$ cat config.mk
export PLATFORM = sky130hd
export DESIGN_NAME = apb_master_mc
export DESIGN_NICKNAME = d
export VERILOG_FILES = /design/src/rtl/apb_pkg.sv /design/src/rtl/apb_addr_decode.sv /design/src/rtl/apb_master_mc.sv
export SDC_FILE = /design/constraint.sdc
export NUM_CORES = 1
export LEC_CHECK = 0
export BUFFER_PORTS_ARGS = -buffer_cell sky130_fd_sc_hd__buf_4
export CAP_MARGIN = 0
export CORE_UTILIZATION = 51
export CTS_BUF_LIST = sky130_fd_sc_hd__clkbuf_8
export DETAILED_ROUTE_END_ITERATION = 10
export PLACE_DENSITY = 0.87
export SLEW_MARGIN = 20
export SYNTH_ARGS = -nofsm -noshare
export SYNTH_HDL_FRONTEND = slang
export SYNTH_SLANG_ARGS = --single-unit
$ cat constraint.sdc
create_clock -name pclk -period 4.5 [get_ports pclk]
set_input_delay 1.35 -clock pclk [delete_from_list [all_inputs] [get_ports pclk]]
set_output_delay 1.35 -clock pclk [all_outputs]
set_load 0.05 [all_outputs]
$ cat src/rtl/apb_pkg.sv
// Shared types and constants for the multi-slave APB master.
package apb_pkg;

    typedef enum logic [1:0] {
        IDLE   = 2'd0,
        SETUP  = 2'd1,
        ACCESS = 2'd2,
        ERR    = 2'd3
    } state_e;

    localparam logic [1:0] TRF_WR = 2'b01;
    localparam logic [1:0] TRF_RD = 2'b10;

    // Slave-select field width; a 2-slave bus still needs one bit.
    function automatic int sel_width(input int num_slv);
        return (num_slv > 2) ? $clog2(num_slv) : 1;
    endfunction

endpackage

$ cat src/rtl/apb_addr_decode.sv
// Combinational slave decode: top address bits -> one-hot select plus a
// decode error when the field names a slave that does not exist.
module apb_addr_decode
    import apb_pkg::*;
#(
    parameter int NUM_SLV = 4,
    parameter int SEL_W   = 2
) (
    input  logic [SEL_W-1:0]   addr_hi_i,
    output logic [NUM_SLV-1:0] sel_o,
    output logic [SEL_W-1:0]   idx_o,
    output logic               dec_err_o
);

    assign idx_o     = addr_hi_i;
    assign dec_err_o = ({1'b0, addr_hi_i} >= (SEL_W + 1)'(NUM_SLV));

    always_comb begin
        sel_o = '0;
        for (int i = 0; i < NUM_SLV; i++) begin
            sel_o[i] = !dec_err_o && (addr_hi_i == SEL_W'(i));
        end
    end

endmodule

$ cat src/rtl/apb_master_mc.sv
// Multi-slave APB master with registered bus outputs and one-pulse responses.
// Define APB_TIMEOUT_EN to abort ACCESS phases that wait TIMEOUT cycles.
module apb_master_mc
    import apb_pkg::*;
#(
    parameter int ADDR_W  = 8,
    parameter int DATA_W  = 8,
    parameter int NUM_SLV = 4,
    parameter int TIMEOUT = 16
) (
    input  logic                      pclk,
    input  logic                      prst,
    input  logic                      trf_valid,
    output logic                      trf_ready,
    input  logic [1:0]                trf_enc,
    input  logic [ADDR_W-1:0]         trf_addr,
    input  logic [DATA_W-1:0]         trf_wdata,
    input  logic [DATA_W/8-1:0]       trf_strb,
    output logic                      rsp_valid,
    output logic                      rsp_write,
    output logic [DATA_W-1:0]         rsp_rdata,
    output logic                      rsp_err,
    output logic [NUM_SLV-1:0]        psel,
    output logic                      penable,
    output logic [ADDR_W-1:0]         paddr,
    output logic                      pwrite,
    output logic [DATA_W-1:0]         pwdata,
    output logic [DATA_W/8-1:0]       pstrb,
    input  logic [NUM_SLV*DATA_W-1:0] prdata,
    input  logic [NUM_SLV-1:0]        pready,
    input  logic [NUM_SLV-1:0]        pslverr
);

    localparam int SEL_W  = sel_width(NUM_SLV);
    localparam int STRB_W = DATA_W / 8;

    state_e              state_q;
    logic [NUM_SLV-1:0]  psel_q;
    logic                penable_q;
    logic [ADDR_W-1:0]   paddr_q;
    logic                pwrite_q;
    logic [DATA_W-1:0]   pwdata_q;
    logic [STRB_W-1:0]   pstrb_q;
    logic [SEL_W-1:0]    idx_q;
    logic                rsp_valid_q;
    logic                rsp_write_q;
    logic [DATA_W-1:0]   rsp_rdata_q;
    logic                rsp_err_q;
    logic                err_pend_q;
    logic                err_write_q;

`ifdef APB_TIMEOUT_EN
    localparam int TMO_W = $clog2(TIMEOUT + 1);
    logic [TMO_W-1:0]    tmo_q;
`endif

    logic [NUM_SLV-1:0]  dec_sel;
    logic [SEL_W-1:0]    dec_idx;
    logic                dec_err;
    logic                rdy;
    logic                slv_err;
    logic [DATA_W-1:0]   slv_rdata;
    logic                enc_ok;
    logic                req_ok;
    logic                accept;

    apb_addr_decode #(
        .NUM_SLV (NUM_SLV),
        .SEL_W   (SEL_W)
    ) u_decode (
        .addr_hi_i (trf_addr[ADDR_W-1 -: SEL_W]),
        .sel_o     (dec_sel),
        .idx_o     (dec_idx),
        .dec_err_o (dec_err)
    );

    // Only the slave addressed by the current transfer is observed.
    always_comb begin
        rdy       = 1'b0;
        slv_err   = 1'b0;
        slv_rdata = '0;
        for (int i = 0; i < NUM_SLV; i++) begin
            if (idx_q == SEL_W'(i)) begin
                rdy       = pready[i];
                slv_err   = pslverr[i];
                slv_rdata = prdata[i*DATA_W +: DATA_W];
            end
        end
    end

    assign enc_ok    = (trf_enc == TRF_WR) || (trf_enc == TRF_RD);
    assign req_ok    = enc_ok && !dec_err;
    assign trf_ready = !prst && ((state_q == IDLE) || ((state_q == ACCESS) && rdy));
    assign accept    = trf_valid && trf_ready;

    always_ff @(posedge pclk or posedge prst) begin
        if (prst) begin
            state_q     <= IDLE;
            psel_q      <= '0;
            penable_q   <= 1'b0;
            paddr_q     <= '0;
            pwrite_q    <= 1'b0;
            pwdata_q    <= '0;
            pstrb_q     <= '0;
            idx_q       <= '0;
            rsp_valid_q <= 1'b0;
            rsp_write_q <= 1'b0;
            rsp_rdata_q <= '0;
            rsp_err_q   <= 1'b0;
            err_pend_q  <= 1'b0;
            err_write_q <= 1'b0;
`ifdef APB_TIMEOUT_EN
            tmo_q       <= '0;
`endif
        end else begin
            rsp_valid_q <= 1'b0;

            case (state_q)
                SETUP: begin
                    penable_q <= 1'b1;
                    state_q   <= ACCESS;
`ifdef APB_TIMEOUT_EN
                    tmo_q     <= '0;
`endif
                end
                ACCESS: begin
                    if (rdy) begin
                        rsp_valid_q <= 1'b1;
                        rsp_write_q <= pwrite_q;
                        rsp_err_q   <= slv_err;
                        rsp_rdata_q <= (!pwrite_q && !slv_err) ? slv_rdata : '0;
                        psel_q      <= '0;
                        penable_q   <= 1'b0;
                        state_q     <= IDLE;
                    end
`ifdef APB_TIMEOUT_EN
                    else if (tmo_q == TMO_W'(TIMEOUT - 1)) begin
                        rsp_valid_q <= 1'b1;
                        rsp_write_q <= pwrite_q;
                        rsp_err_q   <= 1'b1;
                        rsp_rdata_q <= '0;
                        psel_q      <= '0;
                        penable_q   <= 1'b0;
                        state_q     <= IDLE;
                    end else begin
                        tmo_q <= tmo_q + 1'b1;
                    end
`endif
                end
                // A rejected request accepted alongside a completion owes its error one cycle later.
                ERR: begin
                    if (err_pend_q) begin
                        rsp_valid_q <= 1'b1;
                        rsp_write_q <= err_write_q;
                        rsp_err_q   <= 1'b1;
                        rsp_rdata_q <= '0;
                        err_pend_q  <= 1'b0;
                    end else begin
                        state_q <= IDLE;
                    end
                end
                default: ;
            endcase

            if (accept) begin
                penable_q <= 1'b0;
                if (req_ok) begin
                    state_q  <= SETUP;
                    psel_q   <= dec_sel;
                    idx_q    <= dec_idx;
                    paddr_q  <= trf_addr;
                    pwrite_q <= (trf_enc == TRF_WR);
                    pwdata_q <= trf_wdata;
                    pstrb_q  <= (trf_enc == TRF_WR) ? trf_strb : '0;
                end else begin
                    state_q <= ERR;
                    psel_q  <= '0;
                    if (state_q == ACCESS) begin
                        err_pend_q  <= 1'b1;
                        err_write_q <= (trf_enc == TRF_WR);
                    end else begin
                        rsp_valid_q <= 1'b1;
                        rsp_write_q <= (trf_enc == TRF_WR);
                        rsp_err_q   <= 1'b1;
                        rsp_rdata_q <= '0;
                    end
                end
            end
        end
    end

    assign psel      = psel_q;
    assign penable   = penable_q;
    assign paddr     = paddr_q;
    assign pwrite    = pwrite_q;
    assign pwdata    = pwdata_q;
    assign pstrb     = pstrb_q;
    assign rsp_valid = rsp_valid_q;
    assign rsp_write = rsp_write_q;
    assign rsp_rdata = rsp_rdata_q;
    assign rsp_err   = rsp_err_q;

endmodule

==> results of run 1 <==
[per-layer routing]
metal | vias to the layer above | share of wire
met1 | 763 | 0.38
li1 | 735 | -
met4 | 0 | 0.026
met2 | 94 | 0.49
met5 | - | 0
met3 | 11 | 0.10
[cells by family (layout without fill, tap and decap cells)]
group | Yosys count | count (layout) | share of synthesized area
DFF | 38 | 38 | 0.494
buffers and inverters | 21 | 120 | 0.0468
adders and majority gates | 5 | 5 | 0.0325
muxes | 29 | 29 | 0.241
AOI/OAI and AO/OA | 27 | 27 | 0.113
and+or+nand+nor | 27 | 27 | 0.0729
[state kept, by name, indices dropped and copies added (netlist names), 2 cells and up]
name,count
rsp_rdata,8
paddr,8
psel,4
state_q,2
pwdata,8
[final cells by class]
type / count / area [um2]
clock buffers: 5 / 68.8
clock inverters: 2 / 7.51
multi-input cells: 88 / 882
inverters: 15 / 56.3
fillers: 244 / 709
well taps: 46 / 57.6
repair buffers: 98 / 736
flip-flops and latches: 38 / 951
[worst max-delay path, delay by kind of cell]
family / cells / cell delay, ns
muxes: 1 / 0.57
AOI/OAI and AO/OA: 1 / 0.24
buffers and inverters: 2 / 0.29
and+or+nand+nor: 1 / 0.06
[metrics by stage]
step / cells / total power [W]
after floorplan: 147 / 0.00145
after global routing: 292 / 0.00211
after detailed placement: 285 / 0.00179
after global placement: 285 / 0.00177
final: 292 / 0.00199
after CTS: 292 / 0.00201
[layout by cell type, fill, tap and decap left out, types with 5 or more instances in the layout]
master	count
mux2_4	7
clkbuf_8	5
buf_4	98
mux2_2	9
o2bb2ai_1	10
inv_1	17
o21ai_0	6
ha_1	5
mux4_2	10
dfrtp_1	38
nand2_1	10
[power by group]
part	leakage [nW]	switching [W]	internal, W
clock	0.0466	0.000106	0.000102
sequential	0.483	0.000101	0.000476
combinational	0.850	0.000743	0.000464
[worst min-delay path by stage]
stage	end	slack (ns)
2_1_floorplan	err_write_q	0.48
3_3_place_gp	psel[0]	0.47
3_5_place_dp	psel[0]	0.48
4_1_cts	psel[0]	0.49
5_1_grt	rsp_rdata[0]	0.51
6_report	psel[0]	0.49
==> reports/metrics.csv, run 1 <==
stage,metric,value,unit
route,post-route ant nets,0,
final_layout,P&R area growth vs syn,43.5,%
placement,PortBufs,96,
placement,GP Congestion,0.840,
pwr,maximum VDD drop,0.549,mV
min_path,hold path cells,2,
clock_tree,hold_buf cts,0,
route,via/cell ratio,5.49,
logic_synthesis,Synth area leaders,"dfrtp_1 (49%), mux4_2 (12%), mux2_4 (5.5%), mux2_2 (5.3%), o2bb2ai_1 (4.6%)",
final_layout,Nets,313,
logic_synthesis,most common cell in the netlist,dfrtp_1,
critical_path,RR Startpoint,paddr[7],
timing,final worst slack,0.646,ns
clock_tree,# resized after CTS,0,
critical_path,"reg-to-reg slack, setup",2.34,ns
clock_tree,CTS Sinks,38,
pwr,leakage power,1.38,nW
clock_tree,TritonCTS clock tree,built,
final_layout,final instance area,2760,um2
critical_path,timing endpoint of the critical path,trf_ready,
final_layout,"Core Util, Final",0.795,
timing,Hold Fails Final Rpt,0,
logic_synthesis,"FF+latch count, synth",38,
timing,hold slack,0.487,ns
clock_tree,clk buf depth,2,
critical_path,R2R Path End,paddr[1],
logic_synthesis,syn avg cell area,13.1,um2
outcome,run status,"complete, no violations",
floorplan,Core Area,3470,um2
logic_synthesis,Yosys top cell area share,0.494,
placement,Placed Area,2680,um2
critical_path,CP Capture Type,output pin,
route,drt first pass iters,4,
critical_path,CP startpoint kind,input pin,
critical_path,most numerous cell on the critical path,buf_4,
timing,crit share post-route,0.857,
grt,GRT Total Usage,0.247,
clock_tree,H-tree depth,2,
timing,setup TNS,0,ns
logic_synthesis,Synth top cells by count,"dfrtp_1 (38), inv_1 (15), mux4_2 (10), nand2_1 (10), o2bb2ai_1 (10)",
min_path,Hold Crit Class,reg -> reg,
critical_path,Worst Path Arrival,2.50,ns
grt,vias in the first global route,1606,
grt,met2 usage,0.396,
logic_synthesis,"Primary FF master, synth",dfrtp_1,
grt,largest net degree at the start of global routing,23,
critical_path,Crit path required time,3.15,ns
final_layout,layout cells sized above 1,0.533,
logic_synthesis,"Seq/Total Area, Yosys",0.494,
critical_path,R2R cell count,4,
final_layout,Antenna diodes,0,
logic_synthesis,Post-Syn Instances,147,
grt,grt total ovfl,0,
clock_tree,later-pin clock latency in the skew report,0.29,ns
grt,GRT met1 Usage,0.288,
logic_synthesis,yosys warns,0,
critical_path,Crit Path Max Fanout,7,
clock_tree,Num CTS Buffers,5,
critical_path,Critical Path Slowest Stage Cell,mux4_2,
clock_tree,CTS root buf,clkbuf_8,
floorplan,effective utilization at floorplan,0.554,
timing,unrepaired setup endpoints after global routing,false,
critical_path,kind of critical path,in -> out,
logic_synthesis,number of synthesized flops with an enable pin,0,
timing,Max-slew headroom,0.599,
grt,GRT Max-Usage Layer,met2,
route,via count,1603,
timing,Tightest Pin Transition,0.601,ns
grt,initial antenna violation count,0,
grt,first-pass GRT wire length,7.41,mm
route,drt wl/cell,15.5,um
pwr,power per cell area,722,nW/um2
logic_synthesis,async set-reset flop share out of synthesis,1.00,
timing,Setup Viol. Count Final,0,
timing,Setup Skew,0.00660,ns
timing,Tmin final,3.85,ns
logic_synthesis,syn_nets,214,
floorplan,row count,21,
timing,Fmax,259,MHz
route,detailed-route wire length,4.53,mm
critical_path,CP Cell Sequence,buf_4 -> mux4_2 -> a21oi_4 -> nor2_1 -> buf_4,
logic_synthesis,mapped cell area,1920,um2
critical_path,"slowest stage delay, CP",0.57,ns
logic_synthesis,synth unique cells,34,
floorplan,Die Wd,63.4,um
route,residual DRC count,0,
clock_tree,clock slew at reported path FFs,0.06,ns
floorplan,Die Area,4020,um2
clock_tree,Setup Buffers After CTS,0,
logic_synthesis,cell taking the most area after synthesis,dfrtp_1,
route,DR iter-0 viols,58,
placement,worst slack at placement,0.658,ns
critical_path,worst setup path startpoint,pready[3],
timing,Max Transition Viols Final,0,
floorplan,Chip Height,63.4,um
floorplan,io pins,97,
grt,met3 Use GR,0.0924,
job,MaxCap Viol Count,0,
min_path,hold path startpoint,psel[0],
placement,dpl hpwl,3.49,mm
Note: power is estimated with default switching activity, not from simulation.
==> inputs of run 2 (changes only) <==
CORE_ASPECT_RATIO = 0.7   (was not set)
==> run 2 against run 1 <==
Against the previous run: maximum frequency about the same; routed wire length increased by 14%; cell count increased by 1.7%; worst hold slack got worse by 0.0047 ns; utilization about the same; combinational power about the same; sequential cell count unchanged; global-route usage increased by 2.9 points; worst setup slack improved by 0.0015 ns; register-to-register slack got worse by 0.06 ns; critical path depth unchanged.
==> reports/metrics.csv, run 2 (synthesis gave the netlist of run 1 again) <==
stage,metric,value,unit
timing,Setup Viol. Count Final,0,
critical_path,Crit Path Max Fanout,7,
timing,Fmax,260,MHz
pwr,maximum VDD drop,0.497,mV
final_layout,"commonest non-fill, non-tap cell in the layout",buf_4,
final_layout,layout cells sized above 1,0.547,
route,via/cell ratio,5.55,
route,post-route ant nets,0,
clock_tree,CTS Sinks,38,
final_layout,Nets,313,
final_layout,P&R area growth vs syn,47.2,%
clock_tree,TritonCTS clock tree,built,
clock_tree,# resized after CTS,0,
min_path,Hold Crit Class,reg -> reg,
clock_tree,clk buf depth,2,
floorplan,Die Area,4020,um2
critical_path,Crit path required time,3.15,ns
timing,Max Transition Viols Final,0,
timing,Max-slew headroom,0.600,
grt,grt total ovfl,0,
floorplan,row count,18,
clock_tree,hold_buf cts,0,
final_layout,most frequent cells in the layout,"buf_4 (98), dfrtp_1 (38), inv_1 (14)",
pwr,leakage power,1.40,nW
grt,first-pass GRT wire length,7.72,mm
pwr,power per cell area,767,nW/um2
route,drt wl/cell,17.5,um
critical_path,CP Capture Type,output pin,
floorplan,Chip Height,53.4,um
timing,Setup Skew,0.00421,ns
job,MaxCap Viol Count,0,
timing,Tightest Pin Transition,0.598,ns
grt,vias in the first global route,1705,
critical_path,CP startpoint kind,input pin,
route,via count,1647,
clock_tree,clock slew at reported path FFs,0.08,ns
placement,worst slack at placement,0.649,ns
timing,unrepaired setup endpoints after global routing,false,
clock_tree,Setup Buffers After CTS,0,
clock_tree,CTS root buf,clkbuf_8,
timing,final worst slack,0.647,ns
placement,GP Congestion,0.807,
timing,hold slack,0.483,ns
floorplan,io pins,97,
route,residual DRC count,0,
final_layout,Antenna diodes,0,
placement,PortBufs,96,
floorplan,effective utilization at floorplan,0.540,
timing,Hold Fails Final Rpt,0,
timing,setup TNS,0,ns
critical_path,Worst Path Arrival,2.50,ns
route,drt first pass iters,4,
grt,GRT Total Usage,0.276,
critical_path,kind of critical path,in -> out,
grt,largest net degree at the start of global routing,29,
timing,crit share post-route,0.856,
outcome,run status,"complete, no violations",
clock_tree,later-pin clock latency in the skew report,0.29,ns
floorplan,Die Wd,75.4,um
clock_tree,H-tree depth,2,
clock_tree,Num CTS Buffers,5,
placement,dpl hpwl,3.68,mm
route,detailed-route wire length,5.19,mm
grt,initial antenna violation count,0,
floorplan,Core Area,3560,um2
timing,Tmin final,3.85,ns
route,DR iter-0 viols,86,
-- run 2: cell count changes in the layout (fill, tap and decap cells not counted), sizes merged --
| cell | change |
|---|---|
| clkbuf | +1 |
| bufinv | +2 |
| inv | -2 |
-- run 2: critical path, stage by stage --
cell and delay [ns]:
buf_4 0.11, mux4_2 0.56, a21oi_4 0.24, nor2_1 0.06, buf_4 0.19
-- run 2: area by class of cell --
class | instances | area, um2
Inverter | 15 | 56.3
Fill cell | 240 | 728
Clock inverter | 2 | 60.1
Sequential cell | 38 | 951
Clock buffer | 6 | 82.6
Tap cell | 50 | 62.6
Timing Repair Buffer | 98 | 736
Multi-Input combinational cell | 88 | 882
-- run 2: per-layer routing --
layer	part of all wire	global-route usage
met5	0	0
met4	0.030	0.154
met3	0.091	0.0686
met2	0.50	0.482
met1	0.38	0.309
-- run 2: power breakdown --
part           switching, W  internal [W]
registers          0.000108      0.000475
logic              0.000761      0.000465
clock network      0.000124      0.000237
total              0.000993       0.00118
-- run 2: metrics by stage --
stage / std cells / area, um2 / power [W] / utilization
global placement: 289 / 2690 / 0.00176 / 0.755
CTS: 297 / 2830 / 0.00217 / 0.795
detailed placement: 289 / 2690 / 0.00180 / 0.755
floorplan: 147 / 1920 / 0.00145 / -
finish: 297 / 2830 / 0.00217 / 0.795
global route: 297 / 2830 / 0.00226 / 0.795
-- run 2: worst paths after layout --
| check | start | to | slack, ns | depth (start not counted) |
|---|---|---|---|---|
| worst max-delay path | pready[3] | trf_ready | 0.65 | 5 |
| worst min-delay path | psel[1] | psel[1] | 0.48 | 2 |
| worst max register to register | paddr[7] | pwdata[7] | 2.28 | 4 |
| worst min register to register | psel[1] | psel[1] | 0.48 | 2 |
| max in group asynchronous | prst | rsp_rdata[3] | 2.78 | 3 |
| min in group asynchronous | prst | pstrb | 1.14 | 2 |
